**src/rtl/control_unit_if.sv**
```systemverilog
// rtl/control_unit_if.sv - Mini-SRC control strobe bundle between control_unit and Datapath
interface control_unit_if;
   logic [31:0] IR;
   logic        CON_FF;
   logic        stop;
   logic        PCout, Zhighout, Zlowout, MDRout, HIout, LOout, InPortout, Cout, BAout, Rout;
   logic        MARin, PCin, MDRin, IRin, Yin, Zhighin, Zlowin, HIin, LOin, OutPortin, Rin, CONin;
   logic        Gra, Grb, Grc, IncPC, Read, Write;
   logic        Run;
   logic [3:0]  step;

   modport master (
      input  IR, CON_FF, stop,
      output PCout, Zhighout, Zlowout, MDRout, HIout, LOout, InPortout, Cout, BAout, Rout,
      output MARin, PCin, MDRin, IRin, Yin, Zhighin, Zlowin, HIin, LOin, OutPortin, Rin, CONin,
      output Gra, Grb, Grc, IncPC, Read, Write, Run, step
   );

   modport slave (
      output IR, CON_FF, stop,
      input  PCout, Zhighout, Zlowout, MDRout, HIout, LOout, InPortout, Cout, BAout, Rout,
      input  MARin, PCin, MDRin, IRin, Yin, Zhighin, Zlowin, HIin, LOin, OutPortin, Rin, CONin,
      input  Gra, Grb, Grc, IncPC, Read, Write, Run, step
   );
endinterface

```
**src/rtl/control_unit.sv**
```systemverilog
// rtl/control_unit.sv - Mini-SRC control sequencer: fetch, decode and execute strobes for Datapath
module control_unit #(
   parameter int unsigned MEM_WAIT = 0
) (
   input logic            clock,
   input logic            clear,
   control_unit_if.master bus
);
   localparam int CW = (MEM_WAIT > 0) ? $clog2(MEM_WAIT + 1) : 1;

   typedef enum logic [3:0] {
      S_T0, S_T1, S_T2, S_T3, S_T4, S_T5, S_T6, S_T7, S_RESET, S_HALT
   } state_t;

   localparam logic [4:0] OP_LD = 5'd0, OP_LDI = 5'd1, OP_ST = 5'd2, OP_MUL = 5'd15, OP_DIV = 5'd16;
   localparam logic [4:0] OP_NEG = 5'd17, OP_NOT = 5'd18, OP_BR = 5'd19, OP_JR = 5'd20, OP_IN = 5'd22;
   localparam logic [4:0] OP_OUT = 5'd23, OP_MFHI = 5'd24, OP_MFLO = 5'd25, OP_HALT = 5'd27;

   state_t        state_q, state_d, boundary;
   logic [4:0]    op_q, op_d;
   logic [CW-1:0] cnt_q, cnt_d;
   logic          is_alu, is_imm, is_ldi, is_ld, is_st, is_md, is_nn, is_br, is_wait;
   logic          unused_ir;

   assign unused_ir = ^bus.IR[26:0];
   assign is_alu = (op_q >= 5'd3) && (op_q <= 5'd11);
   assign is_imm = (op_q >= 5'd12) && (op_q <= 5'd14);
   assign is_ldi = (op_q == OP_LDI);
   assign is_ld  = (op_q == OP_LD);
   assign is_st  = (op_q == OP_ST);
   assign is_md  = (op_q == OP_MUL) || (op_q == OP_DIV);
   assign is_nn  = (op_q == OP_NEG) || (op_q == OP_NOT);
   assign is_br  = (op_q == OP_BR);
   // Memory steps hold until the wait counter drains
   assign is_wait = (state_q == S_T1) || ((state_q == S_T6) && is_ld) || ((state_q == S_T7) && is_st);

   always_ff @(posedge clock or posedge clear) begin
      if (clear) begin
         state_q <= S_RESET;
         op_q    <= '0;
         cnt_q   <= '0;
      end else begin
         state_q <= state_d;
         op_q    <= op_d;
         cnt_q   <= cnt_d;
      end
   end

   always_comb begin
      state_d  = state_q;
      op_d     = (state_q == S_T2) ? bus.IR[31:27] : op_q;
      cnt_d    = CW'(MEM_WAIT);
      boundary = bus.stop ? S_HALT : S_T0;
      if (is_wait && (cnt_q != '0)) begin
         cnt_d = cnt_q - CW'(1);
      end else begin
         case (state_q)
            S_RESET: state_d = boundary;
            S_T0:    state_d = S_T1;
            S_T1:    state_d = S_T2;
            S_T2:    state_d = S_T3;
            S_T3: begin
               if (op_q == OP_HALT) state_d = S_HALT;
               else if (is_alu || is_imm || is_ldi || is_ld || is_st || is_md || is_nn || is_br) state_d = S_T4;
               else state_d = boundary;
            end
            S_T4:    state_d = is_nn ? boundary : S_T5;
            S_T5:    state_d = (is_ld || is_st || is_md || is_br) ? S_T6 : boundary;
            S_T6:    state_d = (is_ld || is_st) ? S_T7 : boundary;
            S_T7:    state_d = boundary;
            default: state_d = S_HALT;
         endcase
      end
   end

   always_comb begin
      bus.PCout = 1'b0; bus.Zhighout = 1'b0; bus.Zlowout = 1'b0; bus.MDRout = 1'b0; bus.HIout = 1'b0;
      bus.LOout = 1'b0; bus.InPortout = 1'b0; bus.Cout = 1'b0; bus.BAout = 1'b0; bus.Rout = 1'b0;
      bus.MARin = 1'b0; bus.PCin = 1'b0; bus.MDRin = 1'b0; bus.IRin = 1'b0; bus.Yin = 1'b0;
      bus.Zhighin = 1'b0; bus.Zlowin = 1'b0; bus.HIin = 1'b0; bus.LOin = 1'b0; bus.OutPortin = 1'b0;
      bus.Rin = 1'b0; bus.CONin = 1'b0; bus.Gra = 1'b0; bus.Grb = 1'b0; bus.Grc = 1'b0;
      bus.IncPC = 1'b0; bus.Read = 1'b0; bus.Write = 1'b0;
      bus.Run  = (state_q != S_RESET) && (state_q != S_HALT);
      bus.step = bus.Run ? {1'b0, state_q[2:0]} : 4'hF;
      case (state_q)
         S_T0: begin bus.PCout = 1'b1; bus.MARin = 1'b1; bus.IncPC = 1'b1; bus.PCin = 1'b1; end
         S_T1: begin bus.Read = 1'b1; bus.MDRin = 1'b1; end
         S_T2: begin bus.MDRout = 1'b1; bus.IRin = 1'b1; end
         S_T3: begin
            if (is_alu || is_imm) begin bus.Grb = 1'b1; bus.Rout = 1'b1; bus.Yin = 1'b1; end
            if (is_ldi || is_ld || is_st) begin bus.Grb = 1'b1; bus.BAout = 1'b1; bus.Yin = 1'b1; end
            if (is_md) begin bus.Gra = 1'b1; bus.Rout = 1'b1; bus.Yin = 1'b1; end
            if (is_nn) begin bus.Grb = 1'b1; bus.Rout = 1'b1; bus.Zlowin = 1'b1; end
            if (is_br) begin bus.Gra = 1'b1; bus.Rout = 1'b1; bus.CONin = 1'b1; end
            if (op_q == OP_JR) begin bus.Gra = 1'b1; bus.Rout = 1'b1; bus.PCin = 1'b1; end
            if (op_q == OP_IN) begin bus.InPortout = 1'b1; bus.Gra = 1'b1; bus.Rin = 1'b1; end
            if (op_q == OP_OUT) begin bus.Gra = 1'b1; bus.Rout = 1'b1; bus.OutPortin = 1'b1; end
            if (op_q == OP_MFHI) begin bus.HIout = 1'b1; bus.Gra = 1'b1; bus.Rin = 1'b1; end
            if (op_q == OP_MFLO) begin bus.LOout = 1'b1; bus.Gra = 1'b1; bus.Rin = 1'b1; end
         end
         S_T4: begin
            if (is_alu) begin bus.Grc = 1'b1; bus.Rout = 1'b1; bus.Zlowin = 1'b1; end
            if (is_imm || is_ldi || is_ld || is_st) begin bus.Cout = 1'b1; bus.Zlowin = 1'b1; end
            if (is_md) begin bus.Grb = 1'b1; bus.Rout = 1'b1; bus.Zlowin = 1'b1; bus.Zhighin = 1'b1; end
            if (is_nn) begin bus.Zlowout = 1'b1; bus.Gra = 1'b1; bus.Rin = 1'b1; end
            if (is_br) begin bus.PCout = 1'b1; bus.Yin = 1'b1; end
         end
         S_T5: begin
            if (is_alu || is_imm || is_ldi) begin bus.Zlowout = 1'b1; bus.Gra = 1'b1; bus.Rin = 1'b1; end
            if (is_ld || is_st) begin bus.Zlowout = 1'b1; bus.MARin = 1'b1; end
            if (is_md) begin bus.Zlowout = 1'b1; bus.LOin = 1'b1; end
            if (is_br) begin bus.Cout = 1'b1; bus.Zlowin = 1'b1; end
         end
         S_T6: begin
            if (is_ld) begin bus.Read = 1'b1; bus.MDRin = 1'b1; end
            if (is_st) begin bus.Gra = 1'b1; bus.Rout = 1'b1; bus.MDRin = 1'b1; end
            if (is_md) begin bus.Zhighout = 1'b1; bus.HIin = 1'b1; end
            // Branch taken only when the condition flop is set; otherwise the step is idle
            if (is_br && bus.CON_FF) begin bus.Zlowout = 1'b1; bus.PCin = 1'b1; end
         end
         S_T7: begin
            if (is_ld) begin bus.MDRout = 1'b1; bus.Gra = 1'b1; bus.Rin = 1'b1; end
            if (is_st) bus.Write = 1'b1;
         end
         default: ;
      endcase
   end
endmodule

```
**src/flat_wrapper.sv**
```systemverilog
// flat-port wrapper written by rule: the top's interface ports become plain ports
module control_unit_flat 
#(
   parameter int unsigned MEM_WAIT = 0
)
  (clock, clear, bus_IR, bus_CON_FF, bus_stop, bus_PCout, bus_Zhighout, bus_Zlowout, bus_MDRout, bus_HIout, bus_LOout, bus_InPortout, bus_Cout, bus_BAout, bus_Rout, bus_MARin, bus_PCin, bus_MDRin, bus_IRin, bus_Yin, bus_Zhighin, bus_Zlowin, bus_HIin, bus_LOin, bus_OutPortin, bus_Rin, bus_CONin, bus_Gra, bus_Grb, bus_Grc, bus_IncPC, bus_Read, bus_Write, bus_Run, bus_step);
  control_unit_if bus_i ();
  input logic clock;
  input logic clear;
  input wire logic [$bits(bus_i.IR)-1:0] bus_IR;
  input wire logic [$bits(bus_i.CON_FF)-1:0] bus_CON_FF;
  input wire logic [$bits(bus_i.stop)-1:0] bus_stop;
  output wire logic [$bits(bus_i.PCout)-1:0] bus_PCout;
  output wire logic [$bits(bus_i.Zhighout)-1:0] bus_Zhighout;
  output wire logic [$bits(bus_i.Zlowout)-1:0] bus_Zlowout;
  output wire logic [$bits(bus_i.MDRout)-1:0] bus_MDRout;
  output wire logic [$bits(bus_i.HIout)-1:0] bus_HIout;
  output wire logic [$bits(bus_i.LOout)-1:0] bus_LOout;
  output wire logic [$bits(bus_i.InPortout)-1:0] bus_InPortout;
  output wire logic [$bits(bus_i.Cout)-1:0] bus_Cout;
  output wire logic [$bits(bus_i.BAout)-1:0] bus_BAout;
  output wire logic [$bits(bus_i.Rout)-1:0] bus_Rout;
  output wire logic [$bits(bus_i.MARin)-1:0] bus_MARin;
  output wire logic [$bits(bus_i.PCin)-1:0] bus_PCin;
  output wire logic [$bits(bus_i.MDRin)-1:0] bus_MDRin;
  output wire logic [$bits(bus_i.IRin)-1:0] bus_IRin;
  output wire logic [$bits(bus_i.Yin)-1:0] bus_Yin;
  output wire logic [$bits(bus_i.Zhighin)-1:0] bus_Zhighin;
  output wire logic [$bits(bus_i.Zlowin)-1:0] bus_Zlowin;
  output wire logic [$bits(bus_i.HIin)-1:0] bus_HIin;
  output wire logic [$bits(bus_i.LOin)-1:0] bus_LOin;
  output wire logic [$bits(bus_i.OutPortin)-1:0] bus_OutPortin;
  output wire logic [$bits(bus_i.Rin)-1:0] bus_Rin;
  output wire logic [$bits(bus_i.CONin)-1:0] bus_CONin;
  output wire logic [$bits(bus_i.Gra)-1:0] bus_Gra;
  output wire logic [$bits(bus_i.Grb)-1:0] bus_Grb;
  output wire logic [$bits(bus_i.Grc)-1:0] bus_Grc;
  output wire logic [$bits(bus_i.IncPC)-1:0] bus_IncPC;
  output wire logic [$bits(bus_i.Read)-1:0] bus_Read;
  output wire logic [$bits(bus_i.Write)-1:0] bus_Write;
  output wire logic [$bits(bus_i.Run)-1:0] bus_Run;
  output wire logic [$bits(bus_i.step)-1:0] bus_step;
  assign bus_i.IR = bus_IR;
  assign bus_i.CON_FF = bus_CON_FF;
  assign bus_i.stop = bus_stop;
  assign bus_PCout = bus_i.PCout;
  assign bus_Zhighout = bus_i.Zhighout;
  assign bus_Zlowout = bus_i.Zlowout;
  assign bus_MDRout = bus_i.MDRout;
  assign bus_HIout = bus_i.HIout;
  assign bus_LOout = bus_i.LOout;
  assign bus_InPortout = bus_i.InPortout;
  assign bus_Cout = bus_i.Cout;
  assign bus_BAout = bus_i.BAout;
  assign bus_Rout = bus_i.Rout;
  assign bus_MARin = bus_i.MARin;
  assign bus_PCin = bus_i.PCin;
  assign bus_MDRin = bus_i.MDRin;
  assign bus_IRin = bus_i.IRin;
  assign bus_Yin = bus_i.Yin;
  assign bus_Zhighin = bus_i.Zhighin;
  assign bus_Zlowin = bus_i.Zlowin;
  assign bus_HIin = bus_i.HIin;
  assign bus_LOin = bus_i.LOin;
  assign bus_OutPortin = bus_i.OutPortin;
  assign bus_Rin = bus_i.Rin;
  assign bus_CONin = bus_i.CONin;
  assign bus_Gra = bus_i.Gra;
  assign bus_Grb = bus_i.Grb;
  assign bus_Grc = bus_i.Grc;
  assign bus_IncPC = bus_i.IncPC;
  assign bus_Read = bus_i.Read;
  assign bus_Write = bus_i.Write;
  assign bus_Run = bus_i.Run;
  assign bus_step = bus_i.step;
  control_unit #(.MEM_WAIT(MEM_WAIT)) u_core (.clock(clock), .clear(clear), .bus(bus_i));
endmodule
```
**config.mk**
```make
export PLATFORM = sky130hd
export DESIGN_NAME = control_unit_flat
export DESIGN_NICKNAME = d
export VERILOG_FILES = /design/src/rtl/control_unit_if.sv /design/src/rtl/control_unit.sv /design/src/flat_wrapper.sv
export SDC_FILE = /design/constraint.sdc
export NUM_CORES = 1
export LEC_CHECK = 0
export BUFFER_PORTS_ARGS = -buffer_cell sky130_fd_sc_hd__buf_4
export CAP_MARGIN = 20
export CORE_MARGIN = 10
export CORE_UTILIZATION = 44
export DETAILED_ROUTE_END_ITERATION = 8
export PLACE_DENSITY = 0.77
export REMOVE_ABC_BUFFERS = 1
export SLEW_MARGIN = 20
export SYNTH_ARGS = -nofsm -noshare
export SYNTH_HDL_FRONTEND = slang
export SYNTH_SLANG_ARGS = --single-unit
```
**constraint.sdc**
```tcl
create_clock -name clock -period 2.33 [get_ports clock]
set_input_delay 0.3495 -clock clock [delete_from_list [all_inputs] [get_ports clock]]
set_output_delay 0.3495 -clock clock [all_outputs]
set_load 0.01 [all_outputs]
```
Word-level counts from Yosys, hierarchy flattened
Cells that the tools add are included.
{"block": "word_totals", "regBits": 10, "input_bits": 36, "out_inout_bits": 33, "word_cells": 135}
{"block": "classes", "n_addsub": 1, "order_cmp": 4, "eq_ne": 23, "n_mux": 75, "n_reduce_logical": 29}
{"op": "1-bit two-way mux", "n": 53}
{"op": "5-bit equality test, second input constant", "n": 10}
{"op": "4-bit case mux with 8 select lines", "n": 1}
{"op": "4-bit two-way mux", "n": 7}
{"op": "1-bit logical OR", "n": 19}
{"op": "4-bit by 3-bit equality test with 1-bit output, second input constant", "n": 4}
{"op": "1-bit case mux with 2 select lines", "n": 8}
{"op": "1-bit case mux with 3 select lines", "n": 4}
{"op": "5-bit by 4-bit less-or-equal comparator with 1-bit output, second input constant", "n": 2}
{"op": "4-bit by 2-bit equality test with 1-bit output, second input constant", "n": 2}
{"op": "4-bit != test, second input constant", "n": 2}
{"op": "1-bit logical AND", "n": 7}
{"op": "5-bit by 1-bit equality test with 1-bit output, second input constant", "n": 1}
{"op": "5-bit by 2-bit equality test with 1-bit output, second input constant", "n": 1}
{"op": "5-bit by 4-bit equality test with 1-bit output, second input constant", "n": 1}
{"op": "5-bit by 2-bit greater-or-equal comparator with 1-bit output, second input constant", "n": 1}
{"op": "5-bit by 4-bit greater-or-equal comparator with 1-bit output, second input constant", "n": 1}
{"op": "5-bit logical NOT", "n": 1}
{"op": "1-bit case mux with 5 select lines", "n": 1}
{"op": "4-bit by 1-bit equality test with 1-bit output, second input constant", "n": 1}
{"op": "4-bit equality test, second input constant", "n": 1}
{"op": "4-bit logical NOT", "n": 1}
{"op": "1-bit case mux with 4 select lines", "n": 1}
{"op": "2-bit OR reduction", "n": 1}
{"op": "1-bit subtractor, second input constant", "n": 1}

Logic depth before layout (Yosys ltp)
{"block": "logic_depth", "depth_word": 12, "depth_mapped": 6, "depth_no_buf": 4}

Least setup slack after synthesis
Ideal clock, no wire load.
{"block": "synth_timing", "path_kind": "register to output", "startpoint": "register u_core.op_q[0]", "endpoint": "output port bus_Read", "arrival_time_ns": 1.856, "required_ns": 1.980, "setup_slack_ns": 0.124, "path_stages_with_launch": 6, "n_path_buf": 1, "cell_sequence": "dfrtp_1 > or4_1 > buf_2 > or3_1 > or2_1 > a21oi_1"}
{"block": "synth_between", "elab_chain_len": 3}
{"item": "start, declared", "line_no": "control_unit.sv:20", "rtl": "logic [4:0] op_q, op_d;"}
{"item": "start signal, assigned", "line_no": "control_unit.sv:44", "rtl": "op_q <= op_d;"}
{"item": "5-bit logical NOT", "line_no": "control_unit.sv:29", "rtl": "assign is_ld = (op_q == OP_LD);"}
{"item": "1-bit two-way mux", "line_no": "control_unit.sv:115", "rtl": "if (is_ld) begin bus.Read = 1'b1; bus.MDRin = 1'b1; end"}
{"item": "1-bit case mux with 2 select lines", "line_no": "control_unit.sv:85", "rtl": "case (state_q)"}
{"item": "end, declared", "line_no": "flat_wrapper.sv:39", "rtl": "output wire logic [$bits(bus_i.Read)-1:0] bus_Read;"}
Every way passes these cells.

Worst setup path in the final report
Same ends and word-level chain as after synthesis.

==> results.yml <==
outcome:
  status: "finished, violations left"
  failed_checks: "negative setup slack"
timing:
  drv_slew: 0
  period_needed_ps: 2360
  hold_viol_final: 0
  whs_ps: 48.6
  min_period_over_period_pct: 101
  fin_ws_ps: -30.8
  skew_ps: 0.713
  rsz0062_at_grt: "true"
  final-setup-viol-count: 1
  max_freq_ghz: 0.424
final_layout:
  final_common_cell: "buf_4"
  layout_common_cells: "buf_4, nand2_1, nor2_1"
  drive_above_1_share_pct: 42.4
  n_antenna_cell: 0
  syn2layout_area_growth_pct: 45.3
  nNetsFinal: 247
  fin_area_um2: 1700
  fin_cells: 240
global_routing:
  grt_pass1_vias: 1356
  grt_usage_pct: 15.3
  overflow: 0
  grtUsageMet3_pct: 4.96
  grt_max_degree: 19
  antenna_found_initial: 0
  global_route.usage.met2_pct: 25.6
  met1_usage_pct: 18.5
  grt.busiest_layer: "met2"
  grt_pass1_wl_mm: 6.67
power:
  powerDensity_nw_per_um2: 1300
  ir_worst_vdd_v: 0.00103
  power.leakage_uw: 0.000787
  swShare_pct: 48.9
  comb_power_share_pct: 77.6
  seqPwrFrac_pct: 15.6
  p_int_uw: 1130
  clockPowerShare_pct: 6.9
  p_sw_uw: 1080
  power_uw: 2210
setup_path:
  end_kind: "output port"
  startpoint_type: "flop"
  critPathKind: "flop to output port"
  reg2regPathDepth: 5
  reg2reg_to: "u_core.state_q[0]"
  required_ps: 1980
  crit_path_max_fanout: 2
  arrival_ps: 2010
  r2r-start: "u_core.op_q[0]"
  r2r_slack_ps: 270
drt:
  drc: 0
  wl_per_cell_um: 17.2
  first_iter_violations: 157
  drt_wl_total_mm: 4.13
  vias: 1444
  firstDrtPassIters: 4
  ant_nets: 0
  avgViaCountPerCell: 6.02
clock_tree:
  clockRootBuffer: "clkbuf_4"
  htree_levels: 1
  clock-sinks: 10
  cts.clk_slew.worst_paths_ps: 60
  numCtsBuffers: 3
  cts_tree: "yes"
  ctsLongestPathBuffers: 2
  clock_latency_ps: 260
synthesis:
  ys.flop_type: "dfrtp_1"
  synth_seq_cells: 10
  synthCells: 164
  synth-edff-count: 0
  syn_avg_cell_area_um2: 7.13
  ys_async_sr_fraction_pct: 100
  synth_area_um2: 1170
  ys_seq_area_share_pct: 21.5
  yosys_warnings: 0
  yosysUniqueCellTypes: 51
floorplan:
  start_util_pct: 46.8
  die_h_um: 71.6
  rows: 18
  core_um2: 2500
  dieArea_um2: 5120
  fp.dieW_um: 71.6
  io_pins: 69
job:
  maxCapViolCount: 0
placed_design:
  place_area_um2: 1580
  dp_slack_ps: 179
  dp_hpwl_mm: 3.23
  io_buffers: 41
  gp_congestion: 0.964
  placed_cells: 235
min_path:
  hp-class: "input port to async pin"
[final cells by class]
cell class,instances,area (µm²)
fillers,211,800
inverters,8,30.0
multi-input cells,130,895
repair buffers,58,448
flip-flops and latches,10,254
well taps,30,37.5
clock buffers,4,36.3
[per-stage QoR]
step / utilization, % / TNS (ps)
final: 68.0 / -30.8
after global routing: 68.0 / -201
after CTS: 65.1 / -96.2
after detailed placement: 63.3 / 0
after global placement: 63.3 / 0
after floorplan: - / 0
[metal layers]
| layer | wire length [µm] | share of wire, % |
|---|---|---|
| met3 | 373 | 9.0 |
| met5 | 0 | 0 |
| met2 | 2090 | 51 |
| met1 | 1640 | 40 |
| met4 | 27 | 0.65 |
[how the worst max path moves through the flow]
stage / start / to / cells after the start
6_report: u_core.op_q[0] / bus_Read / 5
3_5_place_dp: u_core.op_q[2] / bus_Read / 5
4_1_cts: u_core.op_q[2] / bus_Read / 5
2_1_floorplan: u_core.op_q[4] / bus_Read / 4
5_1_grt: u_core.op_q[0] / bus_Read / 5
3_3_place_gp: u_core.op_q[2] / bus_Read / 5
[cell usage after synthesis, types with 3 or more instances]
| library cell | n | area share, % |
|---|---|---|
| clkbuf_1 | 14 | 4.5 |
| dfrtp_1 | 9 | 19 |
| nor4_1 | 3 | 1.6 |
| a31oi_1 | 4 | 2.1 |
| nand3_1 | 5 | 2.1 |
| mux2_2 | 4 | 3.8 |
| nand2_1 | 16 | 5.1 |
| nor2b_1 | 3 | 1.6 |
| xor2_1 | 3 | 2.2 |
| nor2_1 | 15 | 4.8 |
| nor3_1 | 6 | 2.6 |
| nand3b_1 | 4 | 2.6 |
| or2_1 | 3 | 1.6 |
| o21ai_0 | 8 | 3.4 |
| a21oi_1 | 7 | 3.0 |
| or3_1 | 3 | 1.6 |
| inv_1 | 8 | 2.6 |
| nand2b_1 | 6 | 3.2 |
[critical path, cell delays in order (launching register included)]
cell and delay, ps:
dfrtp_1 380, or4_4 540, or3_4 340, or2_1 240, a21oi_2 110, buf_4 130
[kinds of logic after synthesis]
group,synth area share [%]
and+or+nand+nor,43.7
AOI/OAI and AO/OA,20.2
buffers and inverters,8.13
DFF,21.5
muxes,3.85
xor gates and xnor gates,2.25
other,0.321
[power groups by stage]
stage               combinational (µW)  clock [µW]  sequential (µW)
floorplan                          769           0              459
global placement                  1570           0              332
detailed placement                1600           0              337
CTS                               1610         158              336
global route                      1870         169              356
finish                            1720         152              344
[flip-flops by register name (all words and copies together), names as in the netlist]
register	cells
u_core.op_q	5
u_core.cnt_q	1
u_core.state_q	4
[repair_timing]
item / CTS / global route
gates resized for setup: 2 / 16
hold buffers: 0 / 0
pin swaps: 0 / 7
endpoints found under the hold margin: 0 / 0
setup buffers: 0 / 1
endpoints found under the setup margin: 4 / 13
No activity file was read; power rests on OpenSTA's default activity.
